## config.mk

```make
export PLATFORM = sky130hd
export DESIGN_NAME = inta_cascade_seq
export DESIGN_NICKNAME = d
export VERILOG_FILES = /design/src/rtl/pic_pkg.sv /design/src/rtl/inta_edge_det.sv /design/src/rtl/inta_cascade_seq.sv
export SDC_FILE = /design/constraint.sdc
export NUM_CORES = 1
export LEC_CHECK = 0
export CORE_ASPECT_RATIO = 1.2
export CORE_MARGIN = 5
export CORE_UTILIZATION = 46
export DETAILED_ROUTE_END_ITERATION = 10
export GPL_TIMING_DRIVEN = 0
export PLACE_DENSITY = 0.85
export RECOVER_POWER = 100
export SETUP_SLACK_MARGIN = 0.2
export SLEW_MARGIN = 20
export SYNTH_ARGS = -nofsm -noshare
export SYNTH_HDL_FRONTEND = slang
export SYNTH_HIERARCHICAL = 1
export SYNTH_SLANG_ARGS = --single-unit
```

## constraint.sdc

```tcl
create_clock -name CLK -period 5.2 [get_ports CLK]
set_input_delay 1.04 -clock CLK [delete_from_list [all_inputs] [get_ports CLK]]
set_output_delay 1.04 -clock CLK [all_outputs]
set_load 0.005 [all_outputs]
```

## src/rtl/pic_pkg.sv

```systemverilog
// Shared definitions for the interrupt-acknowledge cascade sequencer.
package pic_pkg;

  typedef enum logic [1:0] {
    ST_IDLE = 2'd0,
    ST_ACK1 = 2'd1,
    ST_GAP  = 2'd2,
    ST_ACK2 = 2'd3
  } state_t;

  localparam logic ROLE_MASTER = 1'b1;
  localparam logic ROLE_SLAVE  = 1'b0;

  localparam logic [2:0] LVL_SPURIOUS = 3'd7;

endpackage

```

## src/rtl/inta_edge_det.sv

```systemverilog
// Detects falling and rising edges of the synchronous INTAn strobe.
module inta_edge_det (
  input  logic CLK,
  input  logic RSTn,
  input  logic INTAn,
  output logic fall,
  output logic rise
);

  logic inta_prev;

  // Previous INTAn sample; resets high so a low INTAn after reset reads as a fall only once.
  always_ff @(posedge CLK or negedge RSTn) begin
    if (!RSTn) inta_prev <= 1'b1;
    else       inta_prev <= INTAn;
  end

  assign fall = ~INTAn & inta_prev;
  assign rise = INTAn & ~inta_prev;

endmodule

```

## src/rtl/inta_cascade_seq.sv

```systemverilog
// Two-pulse INTA sequencer: level latch, cascade ID drive, vector enable and ISR set/clear pulses.
module inta_cascade_seq
  import pic_pkg::*;
(
  input  logic       CLK,
  input  logic       RSTn,
  input  logic       INTAn,
  input  logic       SPENn,
  input  logic       BUF,
  input  logic       MS,
  input  logic [7:0] ICW3,
  input  logic [4:0] VEC_BASE,
  input  logic       AEOI,
  input  logic       INT_REQ,
  input  logic [2:0] IRQ_LVL,
  input  logic [2:0] CAS_IN,
  output logic [2:0] CAS_OUT,
  output logic       CAS_OE,
  output logic       VEC_OE,
  output logic [7:0] VEC,
  output logic       BUFENn,
  output logic       ISR_SET,
  output logic       ISR_CLR,
  output logic [2:0] ISR_LVL,
  output logic       SPUR
);

  state_t     state;
  logic       fall;
  logic       rise;
  logic       role_live;
  logic       role_q;
  logic       aeoi_q;
  logic       set_done;
  logic       cascaded;
  logic       match_q;
  logic [2:0] lvl;

  inta_edge_det u_edge (
    .CLK   (CLK),
    .RSTn  (RSTn),
    .INTAn (INTAn),
    .fall  (fall),
    .rise  (rise)
  );

  // In buffered mode the SP/EN pin is a transceiver enable, so MS carries the role instead.
  assign role_live = BUF ? MS : SPENn;

  assign ISR_LVL = lvl;
  assign VEC     = {VEC_BASE, lvl};
  assign BUFENn  = ~(BUF & VEC_OE);

  // Acknowledge FSM with all sequence outputs registered on the detecting edge.
  always_ff @(posedge CLK or negedge RSTn) begin
    if (!RSTn) begin
      state    <= ST_IDLE;
      role_q   <= ROLE_MASTER;
      aeoi_q   <= 1'b0;
      set_done <= 1'b0;
      cascaded <= 1'b0;
      match_q  <= 1'b0;
      lvl      <= 3'd0;
      CAS_OUT  <= 3'd0;
      CAS_OE   <= 1'b0;
      VEC_OE   <= 1'b0;
      ISR_SET  <= 1'b0;
      ISR_CLR  <= 1'b0;
      SPUR     <= 1'b0;
    end else begin
      ISR_SET <= 1'b0;
      ISR_CLR <= 1'b0;
      case (state)
        ST_IDLE: begin
          if (fall) begin
            state    <= ST_ACK1;
            role_q   <= role_live;
            aeoi_q   <= AEOI;
            set_done <= 1'b0;
            cascaded <= 1'b0;
            match_q  <= 1'b0;
            if (role_live == ROLE_MASTER) begin
              if (INT_REQ) begin
                lvl      <= IRQ_LVL;
                ISR_SET  <= 1'b1;
                set_done <= 1'b1;
                SPUR     <= 1'b0;
                if (ICW3[IRQ_LVL]) begin
                  CAS_OUT  <= IRQ_LVL;
                  CAS_OE   <= 1'b1;
                  cascaded <= 1'b1;
                end
              end else begin
                lvl  <= LVL_SPURIOUS;
                SPUR <= 1'b1;
              end
            end
          end
        end
        ST_ACK1: begin
          if (rise) begin
            state <= ST_GAP;
            // A slave learns whether it is addressed only once the master drives CAS.
            if (role_q == ROLE_SLAVE && CAS_IN == ICW3[2:0]) begin
              match_q <= 1'b1;
              if (INT_REQ) begin
                lvl      <= IRQ_LVL;
                ISR_SET  <= 1'b1;
                set_done <= 1'b1;
                SPUR     <= 1'b0;
              end else begin
                lvl  <= LVL_SPURIOUS;
                SPUR <= 1'b1;
              end
            end
          end
        end
        ST_GAP: begin
          if (fall) begin
            state <= ST_ACK2;
            if (role_q == ROLE_MASTER) VEC_OE <= ~cascaded;
            else                       VEC_OE <= match_q;
          end
        end
        ST_ACK2: begin
          if (rise) begin
            state    <= ST_IDLE;
            VEC_OE   <= 1'b0;
            CAS_OE   <= 1'b0;
            CAS_OUT  <= 3'd0;
            SPUR     <= 1'b0;
            set_done <= 1'b0;
            if (aeoi_q && set_done) ISR_CLR <= 1'b1;
          end
        end
        default: state <= ST_IDLE;
      endcase
    end
  end

endmodule

```

Yosys cells after proc, flatten, opt, wreduce, memory -nomap -nowiden --
Index checks and enable logic that the tools add are counted. W data, S select, Z words.
Storage, ports and cells: register bits after elaboration 19, input bits 27, word-level logic and storage cells 107
Cells by class: magnitude comparators 1, equal/unequal tests 13, multiplexer cells 56, bitwise gates (word level) 8, reductions and logical operators 15
Operators with widths (count):
- $mux W1 | 32
- $mux W3 | 10
- $ne A2 B2 Y1 const B | 9
- $reduce_and A6 Y1 | 3
- $pmux W3 S2 | 2
- $mux W2 | 4
- $pmux W1 S2 | 4
- $pmux W2 S4 | 1
- $reduce_and A4 Y1 | 2
- $pmux W1 S3 | 2
- $reduce_bool A2 Y1 | 3
- $not A1 Y1 | 5
- $reduce_and A5 Y1 | 1
- $eq A2 B2 Y1 const B | 2
- $lt A3 B4 Y1 const B | 1
- $and A1 B1 Y1 | 3
- $bmux W1 S3 | 1
- $eq A3 B3 Y1 | 1
- $reduce_and A3 Y1 | 1
- $reduce_bool A3 Y1 | 1
- $eq A2 B1 Y1 const B | 1
- $logic_and A1 B1 Y1 | 2
- $logic_not A2 Y1 | 1
- $reduce_and A2 Y1 | 1

Longest topological paths before layout --
Gate-level depths: netlist of run 1.
depth in word-level cells 7, gate-level depth with buffers 8, gate-level depth less buffers 7

Modules after synthesis --
Netlist of run 1, hierarchy kept.
Modules (own cells, without submodules):
- inta_cascade_seq | instances 1, cells each 113, area each 1132.3 um^2
- inta_edge_det | instances 1, cells each 3, area each 41.3 um^2

Least setup slack after synthesis of run 1 --
Ideal clock, no wire load.
kind input-to-reg, start in IRQ_LVL[1], end reg CAS_OUT[0], setup time 0.129 ns, arrival time 2.155 ns, required time 5.071 ns, slack 2.917 ns, cell stages on the path 6, path buffers 1, cells stage by stage buf_6 -> mux2_4 -> or3_4 -> nand4_4 -> mux2i_1 -> o2bb2ai_1
Between the ends: longest elaborated chain between the ends 4
Ends and longest elaborated chain:
- start: declaration | line inta_cascade_seq.sv:15 | input logic [2:0] IRQ_LVL,
- $bmux W1 S3 | line inta_cascade_seq.sv:88 | if (ICW3[IRQ_LVL]) begin
- $mux W1 (not written as such) | line inta_cascade_seq.sv:88
- $ne A2 B2 Y1 (no line)
- $reduce_and A6 Y1 (no line)
- end signal: assignment | line inta_cascade_seq.sv:64 | CAS_OUT <= 3'd0;
- end signal: assignment | line inta_cascade_seq.sv:89 | CAS_OUT <= IRQ_LVL;
- end signal: assignment | line inta_cascade_seq.sv:130 | CAS_OUT <= 3'd0;
- end: declaration | line inta_cascade_seq.sv:17 | output logic [2:0] CAS_OUT,
No other way between the ends. The select of a mux whose other input is x is not followed. A chain may end at the register's enable or synchronous reset.

Worst setup path after layout of run 1 --
start in BUF, end out BUFENn
Between the ends: longest elaborated chain between the ends 2
Ends and longest elaborated chain:
- start: declaration | line inta_cascade_seq.sv:9 | input logic BUF,
- $and A1 B1 Y1 | line inta_cascade_seq.sv:52 | assign BUFENn = ~(BUF & VEC_OE);
- $not A1 Y1 | line inta_cascade_seq.sv:52
- end: declaration | line inta_cascade_seq.sv:21 | output logic BUFENn,
No other way between the ends.

==> flow_metrics.py, run 1 <==
metrics = {
    "critical_path": {
        "cp.required_ps": 4160,
        "crit_type": "input pin to output port",
        "cp.arrival_ps": 2170,
        "cp-start-kind": "input pin",
        "worst-path-max-fanout": 2,
        "cp-end-kind": "output port",
    },
    "place": {
        "pre_cts_ws_ps": 2111,
        "io_buffers": 40,
        "dp_hpwl_um": 2189,
        "place_congestion": 0.8765,
    },
    "clock_tree": {
        "insertion_delay_ps": 300,
        "cts-resized-gates": 0,
        "cts_tree": "yes",
        "htreeDepth": 1,
        "cts.path.max_buffers": 2,
        "cts_setup_buffers": 0,
        "cts_buffers": 3,
        "holdBufCountCts": 0,
        "cts.sink_count": 19,
        "cts-root-buf": "clkbuf_4",
        "path_clk_slew_ps": 110,
    },
    "pwr": {
        "switching_share_pct": 35.47,
        "power.switching_uw": 240.4,
        "power_frac_comb_pct": 52.6,
        "peakVddDrop_mv": 0.2481,
        "p_clk_share_pct": 11.1,
        "power.leakage_uw": 0.0007370,
        "seq_power_share_pct": 36.3,
        "internal_power_uw": 437.3,
        "p_per_area_mw_per_mm2": 418.2,
    },
    "final_layout": {
        "area_growth_pct": 38.06,
        "final_net_count": 192,
        "n_antenna_cell": 0,
        "n_fill_cell": 206,
        "drive_gt1_share_pct": 16.88,
    },
    "synth": {
        "synth_compound_area_share_pct": 13.65,
        "syn_area_mm2": 0.001174,
        "synthMuxAreaShare_pct": 14.93,
        "syn-num-nets": 147,
        "yosysTopAreaCellShare_pct": 36.25,
        "synthAdderAreaFrac_pct": 4.264,
        "postSynthAreaPerCell_um2": 10.12,
        "synth_largest_area_cell": "dfrtp_1",
        "synth_cell_types": 35,
        "postSynthCellCount": 116,
        "synthTopCellsByArea": "dfrtp_1 36%, mux2_2 7.7%, mux2i_1 6.0%, buf_4 5.1%, dfstp_2 4.5%",
        "synth_top_family_by_area": "simple AND/OR/NAND/NOR gates",
        "ys_warn_count": 6,
        "synth_seq_area_share_pct": 40.72,
        "ys_seq_elements": 19,
        "synth_xor_area_share_pct": 2.239,
        "synth-simple-area-share_pct": 15.14,
    },
    "grt": {
        "antenna_found_initial": 0,
        "grt_usage_pct": 15.67,
        "grt_pass1_vias": 1038,
        "grt_overflow": 0,
        "grt_max_degree": 20,
        "grt_pass1_wl_um": 4554,
    },
    "route": {
        "ant_nets": 0,
        "first_pass_iters": 4,
        "remaining_drc_errors": 0,
        "drt_iter0_drc": 20,
        "vias": 1009,
        "wirelength_um": 2665,
        "via_per_inst": 5.228,
        "avgRoutedWirePerCell_um": 13.81,
    },
    "sta": {
        "fin_tns_setup_ps": 0,
        "rsz0062_at_grt": "false",
        "fin_crit_ps": 3210,
        "finalHoldViolCount": 0,
        "maxSlewHeadroom_pct": 43.57,
        "worstMarginPinSlew_ps": 843.7,
        "finClkSkew_ps": 6.740,
        "timing.fmax_ghz": 0.3116,
        "fin_ws_ps": 1990,
        "maxSlewViolCount": 0,
        "setup_viol": 0,
        "fin_crit_sh_pct": 61.72,
    },
    "floorplanning": {
        "fp.dieH_um": 65.33,
        "rows": 20,
        "io_pins": 47,
        "fp.coreArea_mm2": 0.002502,
        "start_util_pct": 46.90,
        "die-area_mm2": 0.003666,
        "die_w_um": 56.11,
    },
    "min_path": {
        "holdCritPathClass": "register to register",
    },
    "flow_run": {
        "maxCapViolCount": 0,
    },
    "status": {
        "outcome": "finished clean",
    },
}
==> critical path, cell delays in order <==
cell	delay, ps
dlygate4sd3_1	570
nand2_1	70
clkdlybuf4s50_1	490
==> cells in the final DEF (no fill, tap or decap) <==
master           count
and2_0               1
mux2i_1              7
ha_1                 4
o2bb2ai_1            3
clkbuf_4             3
nand4_1              1
or3_4                1
a21o_1               2
clkbuf_1             1
mux2_4               1
o21ai_0              5
nor2b_1              2
a31oi_1              2
a2bb2oi_1            1
clkinv_2             1
xor2_1               3
and4_1               1
nor2_1              11
dfrtp_1             17
inv_1                7
nand2_1             10
nand2b_1             2
mux2_2               8
a2111oi_0            1
o21ba_2              1
buf_6                1
dlygate4sd3_1       23
a21oi_1              5
a211o_1              1
clkdlybuf4s50_1     17
clkbuf_2             1
o22ai_1              2
dfstp_2              2
nor3_1               1
nor4_1               1
and2b_1              1
buf_4                8
o211ai_1             1
==> sequential cells by signal, indices dropped and copies added, names as in the netlist <==
name / cells
CAS_OUT: 3
ISR_LVL: 3
state: 2
CAS_OE: 1
ISR_CLR: 1
ISR_SET: 1
SPUR: 1
VEC_OE: 1
aeoi_q: 1
cascaded: 1
match_q: 1
role_q: 1
set_done: 1
u_edge/inta_prev: 1
==> power by group through the flow <==
stage          logic (uW)  clock network [uW]  registers [uW]
3_3_place_gp          367                   0             249
6_report              357                75.2             246
3_5_place_dp          381                   0             252
2_1_floorplan         228                   0             246
4_1_cts               381                78.6             249
5_1_grt               402                84.9             258
==> synth_stat cells <==
library cell / n
a2111oi_0: 1
a2bb2oi_1: 1
a21o_1: 2
dfstp_2: 2
a21oi_1: 5
nand4_4: 1
nor2_1: 11
mux2_2: 8
a211o_1: 1
clkbuf_1: 1
inv_1: 7
o21ai_0: 4
o21ai_1: 1
nor3_1: 1
mux2i_1: 7
xor2_1: 3
o22ai_1: 2
and2b_2: 1
o211ai_1: 1
buf_6: 1
and2_1: 1
dfrtp_1: 17
clkbuf_2: 1
buf_4: 8
nand2_1: 10
o2bb2ai_1: 3
or3_4: 1
ha_1: 4
and4_1: 1
o21ba_2: 1
nand2b_1: 2
a31oi_1: 2
mux2_4: 1
nor2b_1: 2
nor4_2: 1
==> final cells by class <==
class	instances	area, um2	area share [%]
plain buffers	11	80.08	4.942
inverters	7	26.28	1.622
clock buffers	3	22.52	1.390
well taps	33	41.29	2.548
multi-input cells	79	566.8	34.98
clock inverters	1	5.005	0.3089
repair buffers	40	400.4	24.71
flip-flops and latches	19	478.0	29.50
==> path summary, 6_finish.rpt <==
kind	start	end	slack (ps)	cells after the start
min in group asynchronous	RSTn	VEC_OE	1280	1
worst max-delay path	BUF	BUFENn	1990	3
worst max register to register	state[0]	CAS_OUT[0]	2950	8
max in group asynchronous	RSTn	ISR_SET	3400	1
worst min register to register	cascaded	cascaded	500	2
worst min-delay path	cascaded	cascaded	500	2
==> kinds of logic (layout without fill, tap and decap cells) <==
group,after synthesis,count (layout)
adders and majority gates,4,4
and+or+nand+nor,32,32
xor gates and xnor gates,3,3
muxes,16,16
DFF,19,19
AOI/OAI and AO/OA,24,24
buffers and inverters,18,62
==> layer usage <==
layer | vias to the layer above | wire, um | GRT usage, %
met5 | - | 0 | 0
met4 | 0 | 19 | 5.341
li1 | 488 | - | -
met2 | 36 | 1421 | 29.39
met1 | 483 | 1057 | 17.10
met3 | 2 | 167 | 3.733
==> metrics by stage <==
step                      power (uW)  instances  area (um2)  hold WS (ps)  util [%]
after floorplan                474.0        116        1174         442.6         -
after global placement         616.3        189        1615         461.9     64.55
after detailed placement       632.8        189        1615         468.4     64.55
after CTS                      709.3        193        1643         497.3     65.65
after global routing           744.8        193        1620         545.3     64.75
final                          677.7        193        1620         496.2     64.75
Note: power is estimated with default switching activity, not from simulation.
==> inputs of run 2 (changes only) <==
--- a/config.mk
+++ b/config.mk
@@ -7,10 +7,10 @@
 export LEC_CHECK = 0
 export CORE_ASPECT_RATIO = 1.2
 export CORE_MARGIN = 5
-export CORE_UTILIZATION = 46
+export CORE_UTILIZATION = 39
 export DETAILED_ROUTE_END_ITERATION = 10
 export GPL_TIMING_DRIVEN = 0
-export PLACE_DENSITY = 0.85
+export PLACE_DENSITY = 0.77
 export RECOVER_POWER = 100
 export SETUP_SLACK_MARGIN = 0.2
 export SLEW_MARGIN = 20
==> constraint.sdc (replaced) <==
create_clock -name CLK -period 2.59 [get_ports CLK]
set_input_delay 0.518 -clock CLK [delete_from_list [all_inputs] [get_ports CLK]]
set_output_delay 0.518 -clock CLK [all_outputs]
set_load 0.005 [all_outputs]
==> run 2 against run 1 <==
  * Non-clock buffer count unchanged
  * Largest power group unchanged
  * Critical path depth grew 3
  * Critical path type is now input pin to register
  * Sequential share of layout area fell by 0.29 points
  * Count of clock-buffer cells in the layout unchanged
  * First-iteration DRC count increased by 130%
  * Setup slack lost 1700 ps
  * Hold slack gained 2.1 ps
  * Combinational power rose by 100%
  * Largest cell class unchanged
  * Highest routed layer unchanged
==> flow_metrics.py, run 2 (same netlist as run 1, synthesis figures left out) <==
metrics = {
    "critical_path": {
        "critPathSlowestCell": "dlygate4sd3_1",
        "cp.arrival_ps": 2490,
        "crit_buf_inv": 1,
        "crit_family": "buffers and inverters",
        "cp.required_ps": 2790,
        "cp-end-kind": "register",
        "crit_path_max_incr_delay_ps": 570,
        "crit_type": "input pin to register",
        "worst-path-max-fanout": 3,
        "r2r_setup_slack_ps": 470,
        "cp-start-kind": "input pin",
        "path_cells": "dlygate4sd3_1 > xor2_1 > nor4_1 > o21ai_0 > a211o_1 > mux2_2",
    },
    "clock_tree": {
        "path_clk_slew_ps": 110,
        "cts_tree": "yes",
        "insertion_delay_ps": 300,
        "cts.sink_count": 19,
        "htreeDepth": 1,
        "cts.path.max_buffers": 2,
        "cts_buffers": 3,
        "cts-resized-gates": 0,
        "holdBufCountCts": 0,
        "cts-root-buf": "clkbuf_4",
        "cts_setup_buffers": 0,
    },
    "grt": {
        "antenna_found_initial": 0,
        "grt_pass1_wl_um": 4712,
        "grt_max_degree": 20,
        "grt_pass1_vias": 1029,
        "grt_usage_pct": 14.17,
        "grt_overflow": 0,
    },
    "place": {
        "placed_cells": 190,
        "pre_cts_ws_ps": 180.3,
        "place_area_mm2": 0.001617,
        "dp_hpwl_um": 2281,
        "place_congestion": 0.7977,
        "io_buffers": 40,
    },
    "route": {
        "avgRoutedWirePerCell_um": 14.09,
        "via_per_inst": 5.211,
        "first_pass_iters": 4,
        "remaining_drc_errors": 0,
        "wirelength_um": 2734,
        "vias": 1011,
        "drt_iter0_drc": 45,
        "ant_nets": 0,
    },
    "pwr": {
        "seq_power_share_pct": 35.9,
        "power.leakage_uw": 0.0007360,
        "power_frac_comb_pct": 52.9,
        "p_clk_share_pct": 11.1,
        "internal_power_uw": 879.0,
        "peakVddDrop_mv": 0.4193,
        "p_per_area_mw_per_mm2": 841.6,
        "power.switching_uw": 498.3,
        "switching_share_pct": 36.18,
    },
    "min_path": {
        "holdCritPathClass": "register to register",
    },
    "floorplanning": {
        "start_util_pct": 41.36,
        "rows": 21,
        "die_w_um": 60.08,
        "die-area_mm2": 0.004211,
        "fp.dieH_um": 70.09,
        "fp.coreArea_mm2": 0.002838,
        "io_pins": 47,
    },
    "final_layout": {
        "area_growth_pct": 39.45,
        "final_net_count": 192,
        "n_fill_cell": 282,
        "final_common_cell": "dlygate4sd3_1",
        "finalInstanceArea_mm2": 0.001637,
        "n_antenna_cell": 0,
        "final_cell_mix": "23 x dlygate4sd3_1, 17 x dfrtp_1, 17 x clkdlybuf4s50_1",
        "fin_cells": 194,
        "drive_gt1_share_pct": 17.50,
    },
    "sta": {
        "fin_tns_setup_ps": 0,
        "rsz0062_at_grt": "false",
        "fin_crit_ps": 2293,
        "fin_crit_sh_pct": 88.53,
        "setup_viol": 0,
        "fin_ws_ps": 297.1,
        "timing.fmax_ghz": 0.4361,
        "finClkSkew_ps": 2.364,
        "hold_slack_ps": 498.2,
        "finalHoldViolCount": 0,
        "worstMarginPinSlew_ps": 840.5,
        "maxSlewViolCount": 0,
        "maxSlewHeadroom_pct": 43.78,
    },
    "flow_run": {
        "maxCapViolCount": 0,
    },
    "status": {
        "outcome": "finished clean",
    },
}
[run 2: metal layers]
layer,part of all wire [%],track usage [%],routed length [um]
met5,0,0,0
met4,1.5,5.419,41
met3,9.1,3.131,249
met2,52,24.28,1409
met1,38,16.59,1033
[run 2: stage by stage]
| stage | total power (uW) | utilization [%] |
|---|---|---|
| final | 1377 | 57.67 |
| after global routing | 1493 | 57.67 |
| after CTS | 1430 | 57.94 |
| after detailed placement | 1281 | 56.97 |
| after global placement | 1243 | 56.97 |
| after floorplan | 951.6 | - |
[run 2: power groups by stage]
stage	registers [uW]	clock network [uW]	logic, uW
CTS	500	154	776
detailed placement	504	0	777
finish	495	153	729
global placement	501	0	742
floorplan	494	0	457
global route	515	171	807
[run 2: layout make-up]
type / instances / area (um2) / area share, %
Multi-Input combinational cell: 79 / 581.8 / 35.55
Sequential cell: 19 / 478.0 / 29.20
Timing Repair Buffer: 40 / 400.4 / 24.46
Buffer: 11 / 80.08 / 4.893
Tap cell: 34 / 42.54 / 2.599
Inverter: 7 / 26.28 / 1.606
Clock buffer: 3 / 22.52 / 1.376
Clock inverter: 1 / 5.005 / 0.3058
[run 2: worst reg2reg max path, delay by kind of cell, from the launching register on]
family	cells	cell delay (ps)
AOI/OAI and AO/OA	2	410
adders and majority gates	1	170
buffers and inverters	2	340
DFF	1	430
and+or+nand+nor	3	650
[run 2: path summary, 6_finish.rpt]
check / cells after the start / to / start
max reg2reg: 8 / CAS_OUT[0] / state[0]
min in group asynchronous: 1 / state[0] / RSTn
max in group asynchronous: 1 / ISR_LVL[0] / RSTn
max: 6 / ISR_LVL[2] / ICW3[2]
min: 2 / cascaded / cascaded
min reg2reg: 2 / cascaded / cascaded
==> inputs of run 3 (changes only) <==
==> constraint.sdc (replaced) <==
create_clock -name CLK -period 1.95 [get_ports CLK]
set_input_delay 0.39 -clock CLK [delete_from_list [all_inputs] [get_ports CLK]]
set_output_delay 0.39 -clock CLK [all_outputs]
set_load 0.005 [all_outputs]
==> run 3 against run 2 <==
  * Flip-flop and latch count stayed put
  * First-iteration DRC count is 27% lower
  * Core utilization is 4.7 points higher
  * Global-route usage is 1.1 points higher
  * Register-to-register slack worse by 250 ps
  * Count of clock-buffer cells in the layout stayed put
  * Via count is 4.2% higher
  * Power is 45% higher
  * Setup slack worse by 180 ps
  * Clock power is 34% higher
  * Routed wire length is 6.3% higher
  * Largest power group unchanged
==> flow_metrics.py, run 3 (same netlist as run 1, synthesis figures left out) <==
metrics = {
    "route": {
        "ant_nets": 0,
        "drt_iter0_drc": 33,
        "remaining_drc_errors": 0,
        "met2WireLength_um": 1556,
        "first_pass_iters": 4,
        "wirelength_met1_um": 1064,
        "wirelength_um": 2906,
        "vias": 1053,
        "top_layer": "met4",
        "wl_met3_um": 226,
        "via_per_inst": 5.187,
        "avgRoutedWirePerCell_um": 14.32,
    },
    "clock_tree": {
        "cts_tree": "yes",
        "insertion_delay_ps": 310,
        "htreeDepth": 1,
        "cts.path.max_buffers": 2,
        "cts_buffers": 3,
        "path_clk_slew_ps": 110,
        "cts-root-buf": "clkbuf_4",
        "cts.sink_count": 19,
    },
    "floorplanning": {
        "start_util_pct": 41.36,
        "die-area_mm2": 0.004211,
        "io_pins": 47,
        "rows": 21,
        "fp.dieH_um": 70.09,
        "fp.coreArea_mm2": 0.002838,
        "die_w_um": 60.08,
    },
    "sta": {
        "finClkSkew_ps": 8.601,
        "fin_crit_ps": 1833,
        "finalHoldViolCount": 0,
        "setup_viol": 0,
        "maxSlewViolCount": 0,
        "fin_crit_sh_pct": 93.99,
        "worstMarginPinSlew_ps": 858.4,
        "maxSlewHeadroom_pct": 42.59,
        "timing.fmax_ghz": 0.5456,
        "fin_ws_ps": 117.2,
        "rsz0062_at_grt": "false",
    },
    "final_layout": {
        "final_net_count": 201,
        "n_antenna_cell": 0,
        "final_cell_mix": "18 x dlygate4sd3_1, 17 x dfrtp_1, 15 x buf_4",
        "drive_gt1_share_pct": 30.18,
        "final_common_cell": "dlygate4sd3_1",
        "fin_util_pct": 62.39,
        "finalInstanceArea_mm2": 0.001770,
        "area_growth_pct": 50.85,
    },
    "min_path": {
        "whs_endpoint": "CAS_OUT[1]",
        "min_from": "IRQ_LVL[1]",
        "holdCritPathClass": "input pin to register",
        "hold-path-cell-count": 3,
    },
    "critical_path": {
        "cp.arrival_ps": 2030,
        "r2r-start": "state[0]",
        "r2r-end": "ISR_LVL[1]",
        "r2r_setup_slack_ps": 220,
        "cp-end-kind": "register",
        "cp.required_ps": 2150,
        "path_cells": "dlygate4sd3_1 > nor2b_4 > inv_2 > nand2_2 > o21ai_2 > a211o_1 > mux2_4",
        "crit_path_max_incr_delay_ps": 600,
        "cp-start-kind": "input pin",
        "critPathSlowestCell": "dlygate4sd3_1",
        "worst-path-max-fanout": 3,
        "crit_type": "input pin to register",
        "ff2ff_path_depth": 7,
    },
    "pwr": {
        "p_clk_share_pct": 10.2,
        "seq_power_share_pct": 32.7,
        "peakVddDrop_mv": 0.6658,
        "p_per_area_mw_per_mm2": 1130,
        "internal_power_uw": 1285,
        "switching_share_pct": 35.77,
        "power.leakage_uw": 0.0008395,
        "p_total_uw": 2000,
        "power_frac_comb_pct": 57.1,
        "power.switching_uw": 715.6,
    },
    "grt": {
        "grt_usage_pct": 15.31,
        "grt_max_degree": 20,
        "grt_overflow": 0,
        "antenna_found_initial": 0,
        "grt_pass1_vias": 1032,
        "grt_pass1_wl_um": 4878,
    },
    "place": {
        "pre_cts_ws_ps": -251.2,
        "io_buffers": 40,
        "place_area_mm2": 0.001619,
        "place_congestion": 0.8139,
        "dp_hpwl_um": 2237,
    },
    "flow_run": {
        "maxCapViolCount": 0,
    },
    "status": {
        "outcome": "finished clean",
    },
}
-- run 3: routing by layer --
metal / track usage (%) / up-vias
li1: - / 509
met1: 17.53 / 500
met2: 24.64 / 39
met3: 4.788 / 5
met4: 8.128 / 0
met5: 0 / -
-- run 3: how the worst max path moves through the flow --
stage / startpoint / endpoint / cells after the start
2_1_floorplan: state[0] / CAS_OUT[0] / 8
3_3_place_gp: ICW3[2] / ISR_LVL[1] / 6
6_report: INTAn / ISR_LVL[1] / 7
3_5_place_dp: INTAn / CAS_OUT[0] / 7
5_1_grt: INTAn / ISR_LVL[1] / 7
4_1_cts: state[0] / CAS_OUT[0] / 8
-- run 3: repair_timing --
action	in CTS	in global routing
pin swaps	9	8
hold buffers	0	0
setup endpoints to repair	10	10
gates resized for setup	19	10
buffers inserted	2	7
-- run 3: cell type report --
cell class | count | area (um2)
tap | 34 | 42.54
clock inverter | 1 | 5.005
inverter | 7 | 26.28
multi-input combinational | 79 | 635.6
clock buffer | 3 | 22.52
sequential | 19 | 478.0
timing repair buffer | 49 | 469.2
buffer | 11 | 91.34
fill | 259 | 1067
-- run 3: power by group through the flow --
stage | registers, uW | logic, uW | clock network (uW)
floorplan | 657 | 608 | 0
CTS | 667 | 1100 | 213
detailed placement | 672 | 1030 | 0
finish | 654 | 1140 | 205
global route | 673 | 1260 | 233
global placement | 666 | 988 | 0
-- run 3: stage by stage --
| step | hold WS, ps | setup TNS (ps) | std cells |
|---|---|---|---|
| 6_report | 411.6 | 0 | 203 |
| 5_1_grt | 428.4 | 0 | 203 |
| 4_1_cts | 413.1 | 0 | 196 |
| 3_5_place_dp | 463.8 | -1836 | 190 |
| 3_3_place_gp | 463.2 | -1442 | 190 |
| 2_1_floorplan | 94.41 | 0 | 116 |
-- run 3: critical path: cells and delay by family --
kind / cells / cell delay, ps
muxes: 1 / 310
and+or+nand+nor: 2 / 250
AOI/OAI and AO/OA: 2 / 400
buffers and inverters: 2 / 670
